<file path="src/rtl/conv_scheduler_pkg.sv">
// ---------------------------------------------------------------------------
// conv_sched_pkg
//   Shared types and constants for the conversion scheduler slice:
//   FSM state encoding, the minimum trigger period and default parameter
//   values used by conv_scheduler and result_debounce.
// ---------------------------------------------------------------------------
package conv_sched_pkg;

    typedef enum logic [2:0] {
        S_IDLE        = 3'd0,
        S_TRIGGER     = 3'd1,
        S_WAIT_START  = 3'd2,
        S_WAIT_END    = 3'd3,
        S_CAPTURE     = 3'd4,
        S_WAIT_PERIOD = 3'd5
    } state_t;

    localparam int unsigned MIN_PERIOD             = 4;
    localparam int unsigned CONFIRM_N_DEFAULT      = 3;
    localparam int unsigned TIMEOUT_CYCLES_DEFAULT = 256;

endpackage

</file>
<file path="src/rtl/conv_scheduler_result_debounce.sv">
// ---------------------------------------------------------------------------
// result_debounce
//   Debounces captured comparison results into a stable alarm level. A run
//   of CONFIRM_N consecutive samples that differ from the current alarm
//   toggles it; any sample equal to the alarm restarts the run.
//
// Ports:
//   i_clk          clock
//   i_rst_n        synchronous active-low reset (alarm and counter to 0)
//   i_sample_valid a new sample is presented this cycle
//   i_sample_bit   the sample value
//   i_clear        clears the run counter; alarm holds
//   o_alarm        debounced level
// ---------------------------------------------------------------------------
module result_debounce
    import conv_sched_pkg::*;
#(
    parameter int unsigned CONFIRM_N = CONFIRM_N_DEFAULT
) (
    input  logic i_clk,
    input  logic i_rst_n,
    input  logic i_sample_valid,
    input  logic i_sample_bit,
    input  logic i_clear,
    output logic o_alarm
);

    localparam int unsigned      CNT_W    = (CONFIRM_N < 2) ? 1 : $clog2(CONFIRM_N + 1);
    localparam logic [CNT_W-1:0] CNT_LAST = CNT_W'(CONFIRM_N - 1);

    logic [CNT_W-1:0] r_cnt;
    logic             r_alarm;

    always_ff @(posedge i_clk) begin
        if (!i_rst_n) begin
            r_cnt   <= '0;
            r_alarm <= 1'b0;
        end else if (i_clear) begin
            r_cnt <= '0;
        end else if (i_sample_valid) begin
            if (i_sample_bit == r_alarm) begin
                r_cnt <= '0;
            end else if (r_cnt == CNT_LAST) begin
                // This differing sample completes the run.
                r_alarm <= ~r_alarm;
                r_cnt   <= '0;
            end else begin
                r_cnt <= r_cnt + CNT_W'(1);
            end
        end
    end

    assign o_alarm = r_alarm;

endmodule

</file>
<file path="src/rtl/conv_scheduler.sv">
// ---------------------------------------------------------------------------
// conv_scheduler
//   Issues periodic start_conversion pulses to the ADC control_unit, tracks
//   each SPI frame through cs_n, captures comparison_result at the end of the
//   frame and debounces the captured results into an alarm level.
//
// Configuration:
//   CONV_SCHED_TIMEOUT_EN  when defined, a watchdog bounds WAIT_START and
//                          WAIT_END to TIMEOUT_CYCLES clocks and sets the
//                          sticky o_timeout_err; otherwise o_timeout_err is 0
//                          and i_clear_err is ignored.
//
// Ports:
//   i_clk                clock
//   i_rst_n              synchronous active-low reset
//   i_enable             run scheduling; low aborts to IDLE
//   i_period             trigger interval in clocks (values < 4 act as 4)
//   i_clear_err          clears o_timeout_err
//   i_cs_n               control_unit chip select, low during a frame
//   i_comparison_result  result bit, valid when cs_n rises
//   o_start_conversion   one-cycle trigger pulse
//   o_sample_valid       one-cycle pulse, o_sample_bit is new
//   o_sample_bit         last captured result
//   o_alarm              debounced result
//   o_timeout_err        sticky watchdog flag
// ---------------------------------------------------------------------------
module conv_scheduler
    import conv_sched_pkg::*;
#(
    parameter int unsigned PERIOD_W       = 16,
    parameter int unsigned CONFIRM_N      = CONFIRM_N_DEFAULT,
    parameter int unsigned TIMEOUT_CYCLES = TIMEOUT_CYCLES_DEFAULT
) (
    input  logic                i_clk,
    input  logic                i_rst_n,
    input  logic                i_enable,
    input  logic [PERIOD_W-1:0] i_period,
    input  logic                i_clear_err,
    input  logic                i_cs_n,
    input  logic                i_comparison_result,
    output logic                o_start_conversion,
    output logic                o_sample_valid,
    output logic                o_sample_bit,
    output logic                o_alarm,
    output logic                o_timeout_err
);

    localparam logic [PERIOD_W-1:0] MIN_P = PERIOD_W'(MIN_PERIOD);

    state_t              r_state;
    logic [PERIOD_W-1:0] r_timer;
    logic                r_start;
    logic                r_valid;
    logic                r_sample;

    logic [PERIOD_W-1:0] w_period_load;
    logic                w_timer_done;
    logic                w_capture;
    logic                w_timeout;

    assign w_period_load = ((i_period < MIN_P) ? MIN_P : i_period) - PERIOD_W'(1);
    // The timer reaches 0 on this edge (or already sits there after an
    // overrun), so the next cycle can be TRIGGER and spacing stays exactly P.
    assign w_timer_done  = (r_timer <= PERIOD_W'(1));
    assign w_capture     = i_enable && (r_state == S_WAIT_END) && i_cs_n;

`ifdef CONV_SCHED_TIMEOUT_EN
    localparam int unsigned     WD_W    = $clog2(TIMEOUT_CYCLES + 1);
    localparam logic [WD_W-1:0] WD_LAST = WD_W'(TIMEOUT_CYCLES - 1);

    logic [WD_W-1:0] r_wd;
    logic            r_timeout_err;
    logic            w_waiting;

    // Counting only while the awaited cs_n edge is absent restarts the
    // watchdog automatically on each WAIT_START / WAIT_END entry.
    assign w_waiting = ((r_state == S_WAIT_START) &&  i_cs_n) ||
                       ((r_state == S_WAIT_END)   && !i_cs_n);
    assign w_timeout = i_enable && w_waiting && (r_wd == WD_LAST);

    always_ff @(posedge i_clk) begin
        if (!i_rst_n) begin
            r_wd          <= '0;
            r_timeout_err <= 1'b0;
        end else begin
            if (i_enable && w_waiting) begin
                r_wd <= r_wd + WD_W'(1);
            end else begin
                r_wd <= '0;
            end
            if (w_timeout) begin
                r_timeout_err <= 1'b1;
            end else if (i_clear_err) begin
                r_timeout_err <= 1'b0;
            end
        end
    end

    assign o_timeout_err = r_timeout_err;
`else
    localparam int unsigned UNUSED_TIMEOUT_CYCLES = TIMEOUT_CYCLES;
    logic w_unused_clear_err;

    assign w_unused_clear_err = i_clear_err;
    assign w_timeout          = 1'b0;
    assign o_timeout_err      = 1'b0;
`endif

    always_ff @(posedge i_clk) begin
        if (!i_rst_n) begin
            r_state  <= S_IDLE;
            r_timer  <= '0;
            r_start  <= 1'b0;
            r_valid  <= 1'b0;
            r_sample <= 1'b0;
        end else begin
            r_start <= 1'b0;
            r_valid <= 1'b0;
            if (r_timer != '0) begin
                r_timer <= r_timer - PERIOD_W'(1);
            end

            if (!i_enable) begin
                r_state <= S_IDLE;
            end else begin
                case (r_state)
                    S_IDLE: begin
                        r_state <= S_TRIGGER;
                        r_start <= 1'b1;
                    end
                    S_TRIGGER: begin
                        r_timer <= w_period_load;
                        r_state <= S_WAIT_START;
                    end
                    S_WAIT_START: begin
                        if (!i_cs_n) begin
                            r_state <= S_WAIT_END;
                        end else if (w_timeout) begin
                            r_state <= S_WAIT_PERIOD;
                        end
                    end
                    S_WAIT_END: begin
                        if (i_cs_n) begin
                            r_sample <= i_comparison_result;
                            r_valid  <= 1'b1;
                            r_state  <= S_CAPTURE;
                        end else if (w_timeout) begin
                            r_state <= S_WAIT_PERIOD;
                        end
                    end
                    // On an overrun (or the minimum period) the next trigger
                    // must follow CAPTURE directly, so CAPTURE may skip
                    // WAIT_PERIOD when the interval has already elapsed.
                    S_CAPTURE, S_WAIT_PERIOD: begin
                        if (w_timer_done) begin
                            r_state <= S_TRIGGER;
                            r_start <= 1'b1;
                        end else begin
                            r_state <= S_WAIT_PERIOD;
                        end
                    end
                    default: r_state <= S_IDLE;
                endcase
            end
        end
    end

    result_debounce #(
        .CONFIRM_N(CONFIRM_N)
    ) u_debounce (
        .i_clk         (i_clk),
        .i_rst_n       (i_rst_n),
        .i_sample_valid(w_capture),
        .i_sample_bit  (i_comparison_result),
        .i_clear       (!i_enable),
        .o_alarm       (o_alarm)
    );

    assign o_start_conversion = r_start;
    assign o_sample_valid     = r_valid;
    assign o_sample_bit       = r_sample;

endmodule
</file>
<file path="config.mk">
export PLATFORM = sky130hd
export DESIGN_NAME = conv_scheduler
export DESIGN_NICKNAME = d
export VERILOG_FILES = /design/src/rtl/conv_scheduler_pkg.sv /design/src/rtl/conv_scheduler_result_debounce.sv /design/src/rtl/conv_scheduler.sv
export SDC_FILE = /design/constraint.sdc
export NUM_CORES = 1
export LEC_CHECK = 0
export CAP_MARGIN = 40
export CORE_MARGIN = 4
export CORE_UTILIZATION = 35
export CTS_CLUSTER_SIZE = 30
export DETAILED_ROUTE_END_ITERATION = 6
export PLACE_DENSITY = 0.55
export SLEW_MARGIN = 40
export SYNTH_ARGS = -nofsm -noshare
export SYNTH_HDL_FRONTEND = slang
export SYNTH_SLANG_ARGS = --single-unit
export TNS_END_PERCENT = 10
</file>
<file path="constraint.sdc">
create_clock -name i_clk -period 2.92 [get_ports i_clk]
set_input_delay 0.584 -clock i_clk [delete_from_list [all_inputs] [get_ports i_clk]]
set_output_delay 0.584 -clock i_clk [all_outputs]
set_load 0.05 [all_outputs]
</file>
# --- After elaboration in Yosys (flattened, before gate mapping) ---
# Index checks and enable logic that the tools add are counted.
totals:
  register_bits: 25
  latch_bits: 0
  ramBits: 0
  romBits: 0
  in_bits: 22
  output_inout_bits: 5
  wordCells: 46
  mem_count: 0
classes:
  addsub: 3
  n_mul: 0
  div: 0
  magnitude_cmp: 2
  eq_ne: 9
  n_shift: 0
  n_mux: 13
  bitwise_logic: 2
  n_reduce_logical: 10
ops:
  columns: ["op", "n"]
  rows:
  - ["two-way mux 16 bit", 4]
  - ["subtractor 16 x 1 -> 16 bit, second input constant", 2]
  - ["<= comparator 16 x 1 -> 1 bit, second input constant", 1]
  - ["less-than comparator 16 x 3 -> 1 bit, second input constant", 1]
  - ["nonzero test 16 bit", 1]
  - ["case mux 3 bit (5 select lines)", 1]
  - ["two-way mux 3 bit", 3]
  - ["== test 3 x 2 -> 1 bit, second input constant", 2]
  - ["== test 3 bit, second input constant", 2]
  - ["AND reduction 3 bit", 2]
  - ["two-way mux 2 bit", 2]
  - ["inequality test 2 bit, second input constant", 2]
  - ["AND reduction 2 bit", 2]
  - ["AND reduction 4 bit", 1]
  - ["== test 3 x 1 -> 1 bit, second input constant", 1]
  - ["zero test 3 bit", 1]
  - ["adder 2 x 1 -> 2 bit, second input constant", 1]
  - ["== test 2 bit, second input constant", 1]
  - ["logical AND 1 bit", 2]
  - ["two-way mux 1 bit", 2]
  - ["NOT 1 bit", 2]
  - ["case mux 1 bit (2 select lines)", 1]
  - ["OR reduction 2 bit", 1]
  - ["== test 1 bit", 1]

# --- Logic depth before layout (Yosys ltp) ---
logic_depth:
  word_depth: 5
  depth_mapped: 9
  depth_no_buf: 9

# --- Cells and area by module ---
# A second synthesis with hierarchy kept.
hier_totals:
  cells_unflattened: 206
  area_unflattened_um2: 1687.9
modules_own_cells:
  columns: ["mod", "instances", "cells_per_inst", "area_each_um2", "seq_area_each_um2"]
  rows:
  - ["conv_scheduler", 1, 191, 1541.5, 440.4]
  - ["result_debounce", 1, 15, 146.4, 60.1]

# --- Least setup slack after synthesis ---
# No wires, ideal clock.
synth_timing:
  kind: "input to register"
  start: "input port i_period[10]"
  end: "register r_timer[8]"
  setup_time_ps: 60
  arrival_ps: 2610
  required_time_ps: 2860
  path_slack_ps: 249
  path_stages: 9
  path_buffers: 0
  cell_sequence: "or4_4 > nor3_4 > nand3_1 > nand2_1 > ha_1 > nand3_1 > or4_1 > nand3_1 > and3_1"
synth_between:
  elab_chain_len: 5
synth_rtl:
  columns: ["element", "line_no", "source"]
  rows:
  - ["start, declared", "conv_scheduler.sv:37", "input logic [PERIOD_W-1:0] i_period,"]
  - ["less-than comparator 16 x 3 -> 1 bit", "conv_scheduler.sv:61", "assign w_period_load = ((i_period < MIN_P) ? MIN_P : i_period) - PERIOD_W'(1);"]
  - ["two-way mux 16 bit", "conv_scheduler.sv:61", null]
  - ["subtractor 16 x 1 -> 16 bit", "conv_scheduler.sv:61", null]
  - ["two-way mux 16 bit", "conv_scheduler.sv:126", "case (r_state)"]
  - ["two-way mux 16 bit", "conv_scheduler.sv:123", "if (!i_enable) begin"]
  - ["end signal, assigned", "conv_scheduler.sv:120", "r_timer <= r_timer - PERIOD_W'(1);"]
  - ["end signal, assigned", "conv_scheduler.sv:132", "r_timer <= w_period_load;"]
  - ["end, declared", "conv_scheduler.sv:51", "logic [PERIOD_W-1:0] r_timer;"]
# No other way between the ends.
# A chain may end at the register's enable or synchronous reset.

# --- Worst setup path in the final report ---
layout_timing:
  start: "input port i_period[10]"
  end: "register r_timer[10]"
layout_between:
  elab_chain_len: 5
layout_rtl:
  columns: ["element", "line_no"]
  rows:
  - ["less-than comparator 16 x 3 -> 1 bit", "conv_scheduler.sv:61"]
  - ["two-way mux 16 bit (*)", "conv_scheduler.sv:61"]
  - ["subtractor 16 x 1 -> 16 bit (*)", "conv_scheduler.sv:61"]
  - ["two-way mux 16 bit (*)", "conv_scheduler.sv:126"]
  - ["two-way mux 16 bit (*)", "conv_scheduler.sv:123"]
# Every way passes the cells marked *; elsewhere a longest branch is shown, timed or not.

==> impl_results.md <==
* Cell Area, Placed at 0.002158 mm²
* Mapped Cells at 203
* Layout Utilization at 0.4705
* Initial Util at 0.3624
* Leakage at 0.8281 nW
* Synth Cell Area at 0.001712 mm²
* Worst Setup Start Kind: primary input
* Synth area leader: dfxtp_1
* RD Place Congestion at 0.8150
* # DRC at 0
* Max Buffers Root-to-Sink at 2
* Wirelength per Cell at 13.47 µm
* Largest net degree at the start of global routing at 17
* Hold WC Path Type: reg -> reg
* Worst relative slew slack at 0.5391
* Synth cell types at 57
* Finished Cell Area at 0.002222 mm²
* Crit Path Max Fanout at 7
* Main synth FF type: dfxtp_1
* Critical path, cell by cell: clkdlybuf4s50_1 > or4_4 > nor3_4 > nand3_2 > nand2_1 > ha_1 > nand3_4 > or4_1 > nand3_1 > o211a_1
* Most frequent cells in the layout: 25 x dfxtp_1, 24 x clkdlybuf4s50_1, 20 x nor2_1, 20 x buf_4, 14 x nand2_1
* Number of max-cap violations at 0
* VDD IR max at 252.2 µV
* CP arrival at 2950 ps
* Total grt overflow at 0
* Pin slew with the least headroom to its limit at 686.0 ps
* CTS Buf Count at 3
* Unrepaired setup endpoints after global routing: false
* Crit end category: flop
* Yosys warns at 0
* Die H at 77.93 µm
* TNS Setup at 0 ps
* Final WL at 4.202 mm
* Area growth, synth to finish at 29.82%
* CTS tree: done
* Fillers at 479
* DP HPWL at 3.304 mm
* Die width at 77.93 µm
* Clock Power Share at 0.122
* Num rows at 25
* Skew-Pair Late Insertion Delay at 270 ps
* Yosys reg bits at 25
* Die area at 0.006073 mm²
* Total Power at 0.001718 W
* Top post-synthesis cells by area: dfxtp_1 29%, nor2_1 4.4%, xnor2_1 4.1%, nor4_4 3.7%, nand3_1 3.5%
* Post CTS Setup Buffer Count at 0
* DR iter-0 viols at 41
* Vias at 1657
* Internal power at 0.0009656 W
* GRT Util Overall at 0.1423
* Crit path buf inv count at 1
* Period utilization at 0.9339
* Syn nets at 229
* Sequential Power Share at 0.344
* Delay-heaviest family, CP: simple AND/OR/NAND/NOR gates
* Clock Skew at 3.863 ps
* Worst-path clk slew at 90 ps
* Area share of the largest cell type after synthesis at 0.2924
* Net Sw Frac at 0.4381
* Avg Vias per Cell at 5.311
* Ant. Diodes at 0
* Antenna Violating Nets Remaining at 0
* P per Cell Area at 773.3 mW/mm²
* Comb power frac at 0.535
* CP max stage delay at 570 ps
* CORE AREA at 0.004723 mm²
* CP max stage cell: or4_4
* Share of synthesized flip-flops with an asynchronous set or reset at 0
* Post-synth EDFFs at 0
* Critical Path RT at 3140 ps
* H-Tree Depth at 1
* Outcome: complete, no violations
* Vias in the first global route at 1582
* Final Hold Viols at 0
* Avg Inst Size Synth at 8.432 µm²
* CP Class: in -> reg
* Pre-antenna DRT Iters at 4
* Most common cell after layout, fill and taps aside: dfxtp_1
* Io pins at 27
* Fmax at 0.3667 GHz
* Sw power at 0.0007528 W
* Fin. max-slew vios at 0
* CTS Sinks at 25
* Share of layout cells above drive strength 1 at 0.1714
* Final min period at 2727 ps
* Setup violations, final at 0
* First-pass GRT wire length at 7.189 mm
* Seq/Total Area, Yosys at 0.2924
* Initial antenna violation count at 0
* CTS root buffer: clkbuf_8
* Buffers on Ports at 24
* Nets at 272
synthesized netlist by cell type, drive strengths merged (2+ instances only):
cell	count
a211oi	5
a21o	2
a21oi	9
a31oi	3
and3	2
buf	3
clkbuf	3
dfxtp	25
ha	4
inv	2
mux2i	3
nand2	14
nand3	12
nand4	5
nor2	20
nor3	14
nor3b	5
nor4	8
o211a	2
o211ai	2
o21ai	9
o22ai	2
o31a	2
or2	3
or3	5
or4	7
xnor2	8
xor2	5
per-stage QoR:
stage / hold WS, ps / setup slack, ps / instances
2_1_floorplan: 444.9 / 249.3 / 203
3_3_place_gp: 489.1 / -179.0 / 308
3_5_place_dp: 490.6 / -234.2 / 308
4_1_cts: 499.2 / 49.82 / 312
5_1_grt: 519.8 / 31.29 / 312
6_report: 507.6 / 192.9 / 312
routing by layer:
layer,global-route usage,wire length [µm]
met1,0.1811,2002
met2,0.2534,2022
met3,0.01508,132
met4,0.03846,45
met5,0,0
state kept, by name, summed over array words and instances (netlist names):
| signal | count |
|---|---|
| o_sample_valid | 1 |
| u_debounce.r_cnt | 2 |
| r_state | 3 |
| o_start_conversion | 1 |
| o_sample_bit | 1 |
| u_debounce.o_alarm | 1 |
| r_timer | 16 |
power groups by stage:
stage                     clock network (W)  registers [W]  logic [W]
after floorplan                           0       0.000567   0.000694
after global placement                    0       0.000597   0.000905
after detailed placement                  0       0.000597   0.000907
after CTS                          0.000214       0.000588   0.000918
after global routing               0.000233       0.000606    0.00102
final                              0.000209       0.000590   0.000919
path summary, 6_finish.rpt:
kind / from / slack, ps / endpoint / depth (start not counted)
setup / recovery: i_period[10] / 190 / r_timer[10] / 10
hold / removal: r_state[2] / 510 / r_state[1] / 1
setup reg to reg: r_timer[0] / 880 / r_timer[6] / 8
hold reg to reg: r_state[2] / 510 / r_state[1] / 1
layout make-up:
type	count	area [µm²]	area share
inverter	3	11.26	0.005068
sequential	25	500.5	0.2252
multi-input combinational	169	1190	0.5355
clock buffer	3	41.29	0.01858
timing repair buffer	44	390.4	0.1757
tap	67	83.83	0.03773
clock inverter	1	5.005	0.002252
logic make-up after synthesis:
logic type | Yosys count | synth area share
compound gates | 46 | 0.1981
xor+xnor | 13 | 0.06652
fa+ha+maj | 4 | 0.02924
buf+inv | 9 | 0.02266
flops | 25 | 0.2924
mux | 4 | 0.02412
other cells | 1 | 0.002191
simple gates | 101 | 0.3648
timing repair:
item                                    in CTS  in global routing
hold buffers                                 0                  0
endpoints found under the setup margin       0                  5
resized for setup                            0                  3
Power figures use the tool's default switching activity.
